===== src/rtl/lib_switch_allocator_rr_pkg.sv =====
// lib_switch_allocator_rr_pkg: shared sizing defaults and pointer-width helper
package lib_switch_allocator_rr_pkg;
  localparam int N_DEF = 5;
  localparam int M_DEF = 5;
  function automatic int ptr_w(input int n);
    return (n > 1) ? $clog2(n) : 1;
  endfunction
endpackage


===== src/rtl/lib_switch_allocator_rr_arbiter.sv =====
// lib_arbiter_rr: single N-input round-robin arbiter with its own priority pointer
module lib_arbiter_rr
  import lib_switch_allocator_rr_pkg::*;
#(
  parameter int N = N_DEF
) (
  input  logic         clk,
  input  logic         reset,
  input  logic [0:N-1] i_request,
  input  logic         i_en,
  output logic [0:N-1] o_grant
);
  localparam int W = ptr_w(N);
  logic [W-1:0] ptr_q, ptr_d, win, idx;
  logic         found;
  always_comb begin
    o_grant = '0;
    found = 1'b0;
    win = ptr_q;
    idx = ptr_q;
    for (int k = 0; k < N; k++) begin
      idx = W'((int'(ptr_q) + k) % N);
      if (!found && !reset && i_en && i_request[idx]) begin
        o_grant[idx] = 1'b1;
        found = 1'b1;
        win = idx;
      end
    end
    ptr_d = !found ? ptr_q : (win == W'(N - 1)) ? '0 : win + W'(1);
  end
  always_ff @(posedge clk) begin
    ptr_q <= reset ? '0 : ptr_d;
  end
endmodule


===== src/rtl/lib_switch_allocator_rr.sv =====
// lib_switch_allocator_rr: NxM round-robin switch allocator driving one-hot crossbar selects
module lib_switch_allocator_rr
  import lib_switch_allocator_rr_pkg::*;
#(
  parameter int N = N_DEF,
  parameter int M = M_DEF
) (
  input  logic                 clk,
  input  logic                 reset,
  input  logic [0:N-1][0:M-1]  i_request,
  input  logic [0:M-1]         i_en,
  output logic [0:M-1][0:N-1]  o_sel,
  output logic [0:N-1]         o_grant
);
  logic [0:N-1][0:M-1] req_s;
  logic [0:M-1][0:N-1] cand;
  always_comb begin
    req_s = '0;
    cand = '0;
    for (int n = 0; n < N; n++) begin
      for (int m = 0; m < M; m++) begin
        if (i_request[n][m] && !(|req_s[n])) req_s[n][m] = 1'b1;
      end
    end
    for (int m = 0; m < M; m++) begin
      for (int n = 0; n < N; n++) cand[m][n] = req_s[n][m];
    end
  end
  for (genvar g = 0; g < M; g++) begin : g_arb
    lib_arbiter_rr #(.N(N)) u_arb (
      .clk      (clk),
      .reset    (reset),
      .i_request(cand[g]),
      .i_en     (i_en[g]),
      .o_grant  (o_sel[g])
    );
  end
  always_comb begin
    o_grant = '0;
    for (int m = 0; m < M; m++) o_grant = o_grant | o_sel[m];
  end
endmodule


===== config.mk =====
export PLATFORM = sky130hd
export DESIGN_NAME = lib_switch_allocator_rr
export DESIGN_NICKNAME = d
export VERILOG_FILES = /design/src/rtl/lib_switch_allocator_rr_pkg.sv /design/src/rtl/lib_switch_allocator_rr_arbiter.sv /design/src/rtl/lib_switch_allocator_rr.sv
export SDC_FILE = /design/constraint.sdc
export NUM_CORES = 1
export LEC_CHECK = 0
export CAP_MARGIN = 10
export CORE_ASPECT_RATIO = 0.75
export CORE_MARGIN = 2
export CORE_UTILIZATION = 25
export DETAILED_ROUTE_END_ITERATION = 8
export PLACE_DENSITY = 0.45
export SLEW_MARGIN = 0
export SYNTH_ARGS = -nofsm -noshare
export SYNTH_HDL_FRONTEND = slang
export SYNTH_HIERARCHICAL = 1
export SYNTH_SLANG_ARGS = --single-unit

===== constraint.sdc =====
create_clock -name clk -period 7.9 [get_ports clk]
set_input_delay 1.185 -clock clk [delete_from_list [all_inputs] [get_ports clk]]
set_output_delay 1.185 -clock clk [all_outputs]
set_load 0.01 [all_outputs]

==> results.yml, run 1 <==
synth:
  synth_simple_gate_area_share_pct: 29.2
  post_synth_num_cell_types: 117
  synth-xor-area-share_pct: 3.19
  synthFlopType: "dfxtp_1"
  ys_seq_area_share_pct: 2.55
  yosysWarnings: 6
  syn_inst: 1642
  synth_compound_area_share_pct: 38.3
  synthAdderAreaFrac_pct: 13.3
  synth_top_family_by_area: "compound AO/OA/AOI/OAI gates"
  syn_nets: 1797
  yosys-mux-area-fraction_pct: 6.35
  syn_area_um2: 11800
  async_flop_share_pct: 0
  synth-seq-cells: 15
  synth_edf_count: 0
  avgSynthCellArea_um2: 7.17
routing:
  dr.pass1.iters: 8
  drtAntennaViolNets: 0
  drc: 0
  avgRoutedWirePerCell_um: 19.4
  dr_total_vias: 13300
  wl_mm: 44.9
  drtIter0Drc: 1205
  viasPerCell: 5.74
setup_path:
  critPathLaunchType: "flip-flop"
  crit_path_start: "g_arb[1].u_arb/ptr_q[1]"
  critical_path_class: "reg2out"
  cp-end-kind: "output pin"
  critical_path_peak_fanout: 9
  arrival_ps: 6370
  r2r_start: "g_arb[3].u_arb/ptr_q[1]"
  crit_required_ps: 6710
finish:
  final_util_pct: 28.8
  final_common_cell: "nor2_1"
  reg_top3: "g_arb.u_arb/ptr_q x15"
  top_register: "g_arb.u_arb/ptr_q"
  diodes: 0
  most-common-layout-cells: "nor2_1, ha_1, nand2_1, inv_1, o21ai_0"
  drive_gt1_share_pct: 12.4
  largest_reg_flops: 15
  area_growth_pct: 12.9
  num-nets-final: 1838
clock_network:
  clk_latency_ps: 270
  cts.clk_slew.worst_paths_ps: 70
  htreeDepth: 1
  cts_sinks: 15
  clockBufferDepth: 2
  cts_buffers: 3
  root_buffer: "clkbuf_16"
  postCtsHoldBufs: 0
  cts_tree: "built"
power_and_ir_drop:
  clkPwrFrac_pct: 2.3
  switching_power_mw: 3.12
  power.internal_mw: 1.91
  combPwrFrac_pct: 95.1
  powerDensity_nw_per_um2: 379
  p_seq_share_pct: 2.5
  irDropWorstVdd_uv: 160
  leakagePower_nw: 5.05
  switching_share_pct: 62.1
timing:
  skew_ps: 9.11
  min_period_over_period_pct: 95.6
  worst_slew_pin_slew_ps: 839
  max_freq_mhz: 132
  setup_violations: 0
  slew_violations: 0
  setup_tns_ps: 0
  rsz0062_at_grt: "no"
  period_needed_ps: 7550
  slew_headroom_pct: 43.9
  hold_viol: 0
global_routing:
  first_global_vias: 12100
  grt_pass1_wl_mm: 69.4
  grtUsageTotal_pct: 17.8
  grt_max_degree: 32
  antenna_found_initial: 0
  overflow: 0
place:
  gp_congestion: 0.931
  dp_hpwl_mm: 36.3
  portBuffers: 61
die:
  core_um2: 46200
  boundaryPins: 62
  die_y_um: 192
  initial_core_util_pct: 25.5
  rows: 68
  die-area_um2: 48800
  fp.dieW_um: 255
outcome:
  status: "finished clean"
min_path:
  hp-class: "reg2reg"
  holdCritStartpoint: "g_arb[2].u_arb/ptr_q[1]"
run:
  drv_cap: 0
## synth_stat cells, types with 9 or more instances
cell type,n,share of area (%)
o2111ai_1,20,1.5
o22ai_1,16,0.85
a32oi_1,15,1.1
o32ai_1,14,1.0
o211a_1,10,0.85
a211o_1,10,0.74
o21a_1,21,1.3
o21ai_1,12,0.51
nor2b_1,27,1.4
o21ai_0,89,3.8
nand2_1,99,3.2
or2_2,23,1.2
dfxtp_1,15,2.6
nor3_1,68,2.9
and3_1,18,0.96
a21o_1,13,0.83
buf_2,18,0.77
o31a_1,13,0.97
a21boi_0,21,1.3
a211oi_1,29,1.9
nand3_1,26,1.1
a311oi_1,13,0.97
a21oi_1,77,3.3
nor2_1,147,4.7
o311ai_0,9,0.67
and2_1,21,1.1
ha_1,119,13
mux2_2,21,2.0
nand4_1,15,0.80
or3_1,14,0.74
clkbuf_1,41,1.3
nor3b_1,24,1.5
nand2b_1,49,2.6
a311o_1,10,0.85
o31ai_1,20,1.3
a22oi_1,9,0.57
xnor2_1,26,1.9
o211ai_1,33,2.1
inv_1,98,3.1
buf_1,11,0.35
mux2i_1,48,4.1
a31oi_1,12,0.64
## stage by stage
step / power [mW] / setup slack [ps] / cell area, um^2 / hold WS, ps / instances
after floorplan: 3.55 / 1350 / 11800 / 545 / 1642
after global placement: 4.78 / 281 / 13100 / 601 / 2301
after detailed placement: 4.77 / 317 / 13100 / 608 / 2301
after CTS: 4.92 / 135 / 13200 / 617 / 2305
after global routing: 5.50 / 13.3 / 13300 / 639 / 2312
final: 5.04 / 347 / 13300 / 606 / 2312
## critical path, stage by stage (launching register included)
cell	delay (ps)
dfxtp_1	310
inv_1	220
ha_1	390
xor2_1	150
buf_4	180
ha_1	200
nor2_1	170
a21oi_1	110
xnor2_1	280
inv_1	140
ha_1	240
nor2b_1	180
o31ai_4	400
xnor2_1	250
mux2_2	400
o32a_1	310
or4b_1	600
nand2b_1	240
o221a_2	280
o21ai_0	170
nor3_1	210
nand2_1	120
clkdlybuf4s50_1	540
## power by group through the flow
stage	sequential [mW]	combinational (mW)	clock, mW
floorplan	0.135	3.42	0
global placement	0.127	4.65	0
detailed placement	0.128	4.64	0
CTS	0.127	4.67	0.119
global route	0.132	5.24	0.123
finish	0.128	4.79	0.116
## timing repair
item / CTS / global route
setup endpoints to repair: 0 / 8
gates resized for setup: 0 / 10
setup buffers: 0 / 6
## cells by family (layout without fill, tap and decap cells)
kind of cell,count (synthesis),in the layout
flip-flops,15,15
adder cells (fa/ha/maj),123,123
AND/OR/NAND/NOR,616,616
XOR/XNOR,36,36
AO/OA/AOI/OAI,590,590
multiplexers,71,71
buffers and inverters,191,231
## area by class of cell
cell class	instances	area [um^2]
Fill cell	4992	32900
Multi-Input combinational cell	1436	10700
Timing Repair Buffer	121	1060
Tap cell	630	788
Inverter	106	402
Sequential cell	15	302
Clock buffer	4	78.8
## metal layers
layer	track usage, %	vias up	share of wire [%]
met5	0	-	0
met4	2.85	0	1.6
met3	3.84	45	7.9
met1	26.5	6354	50
li1	-	6394	-
met2	26.2	484	41
## path summary, 6_finish.rpt
check	endpoint	slack, ps	cells past startpoint
worst max-delay path	o_grant[1]	350	22
worst min register to register	g_arb[2].u_arb/ptr_q[1]	610	2
worst min-delay path	g_arb[2].u_arb/ptr_q[1]	610	2
worst max register to register	g_arb[3].u_arb/ptr_q[2]	1700	20
(Power assumes the default switching activity.)
==> inputs of run 2 (changes only) <==
- clock period: 7.9 -> 8.2 ns (I/O delays scaled with it)
==> run 2 against run 1 <==
Effect of this change:
- flip-flop and latch count did not move
- global-route usage about the same
- clock skew decreased by 8.6 ps
- critical path type unchanged
- non-clock buffer count down 5
==> results.yml, run 2 (same netlist as run 1, synthesis figures left out) <==
outcome:
  status: "finished clean"
timing:
  hold_ws_ps: 667
  max_freq_mhz: 129
  min_period_over_period_pct: 94.3
  setup_tns_ps: 0
  hold_viol: 0
  period_needed_ps: 7740
  slew_violations: 0
  skew_ps: 0.498
  rsz0062_at_grt: "no"
  worst_slew_pin_slew_ps: 969
  slew_headroom_pct: 35.2
  setup_violations: 0
routing:
  avgRoutedWirePerCell_um: 19.4
  drtAntennaViolNets: 0
  met2_length_mm: 18.5
  drtIter0Drc: 1287
  dr.pass1.iters: 6
  wl_mm: 44.8
  routed.top_layer: "met4"
  drc: 0
  dr_total_vias: 13300
  viasPerCell: 5.75
  wl_met1_mm: 22.6
  wl_met3_mm: 3.07
finish:
  final_common_cell: "nor2_1"
  area_growth_pct: 12.4
  reg_top3: "g_arb.u_arb/ptr_q x15"
  most-common-layout-cells: "nor2_1, ha_1, nand2_1, inv_1, o21ai_0"
  fill_cells: 5040
  final_cells: 2307
  multi_input_area_um2: 10600
  regArea_um2: 300
  drive_gt1_share_pct: 11.7
  largest_reg_flops: 15
  num-nets-final: 1833
  top_register: "g_arb.u_arb/ptr_q"
  diodes: 0
global_routing:
  grt_pass1_wl_mm: 69.2
  first_global_vias: 12000
  antenna_found_initial: 1
  overflow: 0
  grt_max_degree: 32
  grtUsageTotal_pct: 17.8
setup_path:
  cp_cell_sequence: "inv_1, ha_1, nor3_1, nand2b_1, xnor2_1, ha_1, fa_1, o21ai_1, mux2i_1, nor2_1, o41ai_1, nand2b_1, or4b_1, nor2_1, a222oi_1, o221ai_1, nor3_2, nand2_1, clkdlybuf4s50_1"
  crit_path_start: "g_arb[1].u_arb/ptr_q[2]"
  r2r_start: "g_arb[4].u_arb/ptr_q[1]"
  critical_path_peak_fanout: 8
  critPathLaunchType: "flip-flop"
  cp-end-kind: "output pin"
  arrival_ps: 6510
  critical_path_class: "reg2out"
  rr_worst_depth: 22
  slowest_stage: "o41ai_1"
  crit_required_ps: 6970
  critPathMaxStageDelay_ps: 670
clock_network:
  cts_tree: "built"
  htreeDepth: 1
  cts.clk_slew.worst_paths_ps: 60
  root_buffer: "clkbuf_16"
  cts_sinks: 15
  clockBufferDepth: 2
  clk_latency_ps: 260
  cts_buffers: 3
power_and_ir_drop:
  leakagePower_nw: 5.03
  irDropWorstVdd_uv: 132
  powerDensity_nw_per_um2: 359
die:
  core_um2: 46200
  rows: 68
  boundaryPins: 62
  fp.dieW_um: 255
  die-area_um2: 48800
  initial_core_util_pct: 25.5
  die_y_um: 192
place:
  gp_congestion: 0.967
  portBuffers: 61
  place_inst: 2303
  dp_hpwl_mm: 36.1
run:
  drv_cap: 0
min_path:
  holdCritStartpoint: "g_arb[3].u_arb/ptr_q[1]"
  hp-class: "reg2reg"
  worst_hold_path.num_cells: 3
==> run 2: through the flow <==
step	cell area, um^2	setup WS, ps	utilization (%)	power (mW)
after detailed placement	13100	700	28.4	4.55
after floorplan	11800	1610	-	3.42
after global routing	13200	180	28.6	5.22
after global placement	13100	783	28.4	4.54
final	13200	464	28.6	4.75
after CTS	13200	386	28.6	4.68
==> run 2: layer usage <==
layer | vias to the layer above | global-route usage (%)
li1 | 6386 | -
met1 | 6332 | 26.7
met2 | 494 | 26.8
met3 | 57 | 2.70
met4 | 0 | 2.65
met5 | - | 0
==> run 2: worst max-delay path, delay by kind of cell (launching register included) <==
family,cells,cell delay (ps)
simple gates,8,1770
compound gates,4,1650
fa+ha+maj,3,1060
buf+inv,2,690
mux,1,490
flops,1,450
xor+xnor,1,90
==> run 2: where the power goes <==
group          internal [mW]  switching, mW
sequential            0.0983         0.0163
combinational           1.64           2.89
clock                 0.0657         0.0410
total                   1.81           2.94
==> run 2: final cells by class <==
cell class | count | share of cell area, %
clock inverter | 1 | 0.0379
clock buffer | 3 | 0.568
sequential | 15 | 2.27
multi-input combinational | 1436 | 80.4
tap | 630 | 5.96
timing repair buffer | 116 | 7.74
inverter | 106 | 3.01
==> run 2: repair_timing <==
item	4_1_cts	5_1_grt
gates resized for setup	0	1
endpoints found under the hold margin	0	0
endpoints found under the setup margin	0	1
buffers inserted	0	0
hold buffers	0	0
==> run 2: worst paths after layout <==
kind                                   to  slack (ps)
setup / recovery               o_grant[3]         460
hold / removal    g_arb[3].u_arb/ptr_q[1]         670
setup reg to reg  g_arb[4].u_arb/ptr_q[2]        1980
hold reg to reg   g_arb[3].u_arb/ptr_q[1]         670
==> patch, RTL diff (config.mk and constraints of run 1) <==
Change the package constant `M_DEF` from 5 to 10.
--- a/src/rtl/lib_switch_allocator_rr_pkg.sv
+++ b/src/rtl/lib_switch_allocator_rr_pkg.sv
@@ -1,7 +1,7 @@
 // lib_switch_allocator_rr_pkg: shared sizing defaults and pointer-width helper
 package lib_switch_allocator_rr_pkg;
   localparam int N_DEF = 5;
-  localparam int M_DEF = 5;
+  localparam int M_DEF = 10;
   function automatic int ptr_w(input int n);
     return (n > 1) ? $clog2(n) : 1;
   endfunction
Ports: changed (resized i_en, i_request and o_sel); port bits go from 62 to 117. The function was not compared with the original's and may differ.
==> patch against run 1 <==
Worst setup slack better by 28 ps; synthesized area up 90%; maximum frequency up 0.37%; cell area up 89%; sequential cell count up 15; wire length up 89%; register-to-register slack better by 650 ps; critical path type is now input port to output port; power up 110%.
==> patch: results (changes against run 1) <==
| Metric | Value |
|---|---|
| Most numerous cell types in the synthesized netlist | nand2_1, nor2_1, ha_1, a21oi_1, inv_1 |
| Met3 wirelength from detailed routing | 5324 µm (+50%) |
| Global routing usage on met2 | 24.93% (-1.2 points) |
| Status | completed |
| Post-route total power | 10.65 mW (+110%) |
| Overall via count from detail_route | 24,420 (+84%) |
| Number of cell instances on the worst register-to-register path | 18 (-10%) |
| Largest registers | g_arb.u_arb/ptr_q x30 |
| Terminus of the critical flop-to-flop path | g_arb[8].u_arb/ptr_q[0] |
| Flop+latch power | 321 µW (+150%) |
| Synth unique cells | 108 (-7.7%) |
| Clock Pin Slew Worst Setup and Hold Paths | 70 ps (about the same) |
| Met1 track utilization from global routing | 28.41% (+1.9 points) |
| Final Skew | 11.06 ps (+1.952 ps) |
| Launching point of the worst reg2reg path | g_arb[8].u_arb/ptr_q[1] |
| Number of filler cells placed in the layout | 9,550 (+91%) |
| Leakage dissipation | 9.557 nW (+89%) |
| Violation count after the first detailed-route iteration | 2,486 (+110%) |
| Pre-CTS setup slack | 394.7 ps (+77.37 ps) |
| Initial antenna violation count | 1 (+1) |
| End point of the worst hold path | g_arb[4].u_arb/ptr_q[1] |
| Final hold slack | 714.7 ps (+108.5 ps) |
| Critical path origin | i_request[8] |
| Met2 wire len | 33,630 µm (+83%) |
| Via count of the first global-routing pass | 21,990 (+82%) |
| Hold Path Origin | g_arb[4].u_arb/ptr_q[1] |
| Max VDD drop | 0.1797 mV (+12%) |
| Total clock buffers created by CTS | 5 (+2) |
| Syn nets | 3,284 (+83%) |
| Net Sw Frac | 60.49% (-1.6 points) |
| Placed Area | 24,900 µm² (+90%) |
| Placed wire-length estimate | 68,890 µm (+90%) |
| Skew-Pair Late Insertion Delay | 310 ps (+40 ps) |
| Maximum net fanout on the critical path | 6 (-3) |
| Pin count of the biggest net entering global routing | 37 (+16%) |
| M1 WL | 44,810 µm (+100%) |
| Share of layout cells above drive strength 1 | 13.10% (+0.73 points) |
| Met3 Usage GRT | 2.017% (-1.8 points) |
| Synthesized instance count | 3,032 (+85%) |
| Buffer depth of the longest clock path | 2 (unchanged) |
| Length of the first detailed-routing pass in iterations | 5 (-3) |
| Total GRT Usage | 17.73% (-0.071 points) |
| PortBufs | 116 (+90%) |
| GPL Wtd Cong | 0.9383 (+0.74%) |
| Max layer used | met5 |
| Avg Vias per Cell | 5.731 (-0.20%) |
| Average wire per cell in the routed design | 19.97 µm (+2.8%) |
| Worst R2R Setup Slack | 2350 ps (+650 ps) |
| Maximum level of the CTS H-tree | 2 (+1) |
| Actual transition at the worst max-transition pin | 980.4 ps (+141.3 ps) |
| Register area share after synthesis | 2.688% (+0.14 points) |
| Fin nets | 3,359 (+83%) |
| Wire length of the first global-routing pass | 132,500 µm (+91%) |
## patch: area by class of cell
cell class	instances	area, µm²	share of cell area, %
clock buffers	7	142.6	0.5687
clock inverters	1	5.005	0.01995
inverters	193	724.4	2.888
multi-input cells	2672	20340	81.11
flip-flops and latches	30	600.6	2.394
well taps	1152	1441	5.747
repair buffers	205	1824	7.273
## patch: worst max-delay path, stage by stage
cell and delay [ps]:
clkdlybuf4s50_1 520, or4_4 730, nor2_1 410, inv_1 140, o21ai_0 260, a21oi_1 110, nor2_1 100, o32ai_1 110
or3_4 420, nand3_1 150, nor2_1 110, and2_1 180, a221o_1 380, nor4_1 570, nand3_1 360, clkdlybuf4s50_1 580
## patch: kinds of logic (layout without fill, tap and decap cells)
kind of cell    Yosys count  after routing  synth area share, %
buf+inv                 330            406                6.385
fa+ha+maj               190            190                10.64
xor+xnor                 86             86                3.909
compound gates         1052           1052                38.20
flops                    30             30                2.688
mux                     118            118                5.477
simple gates           1226           1226                32.70
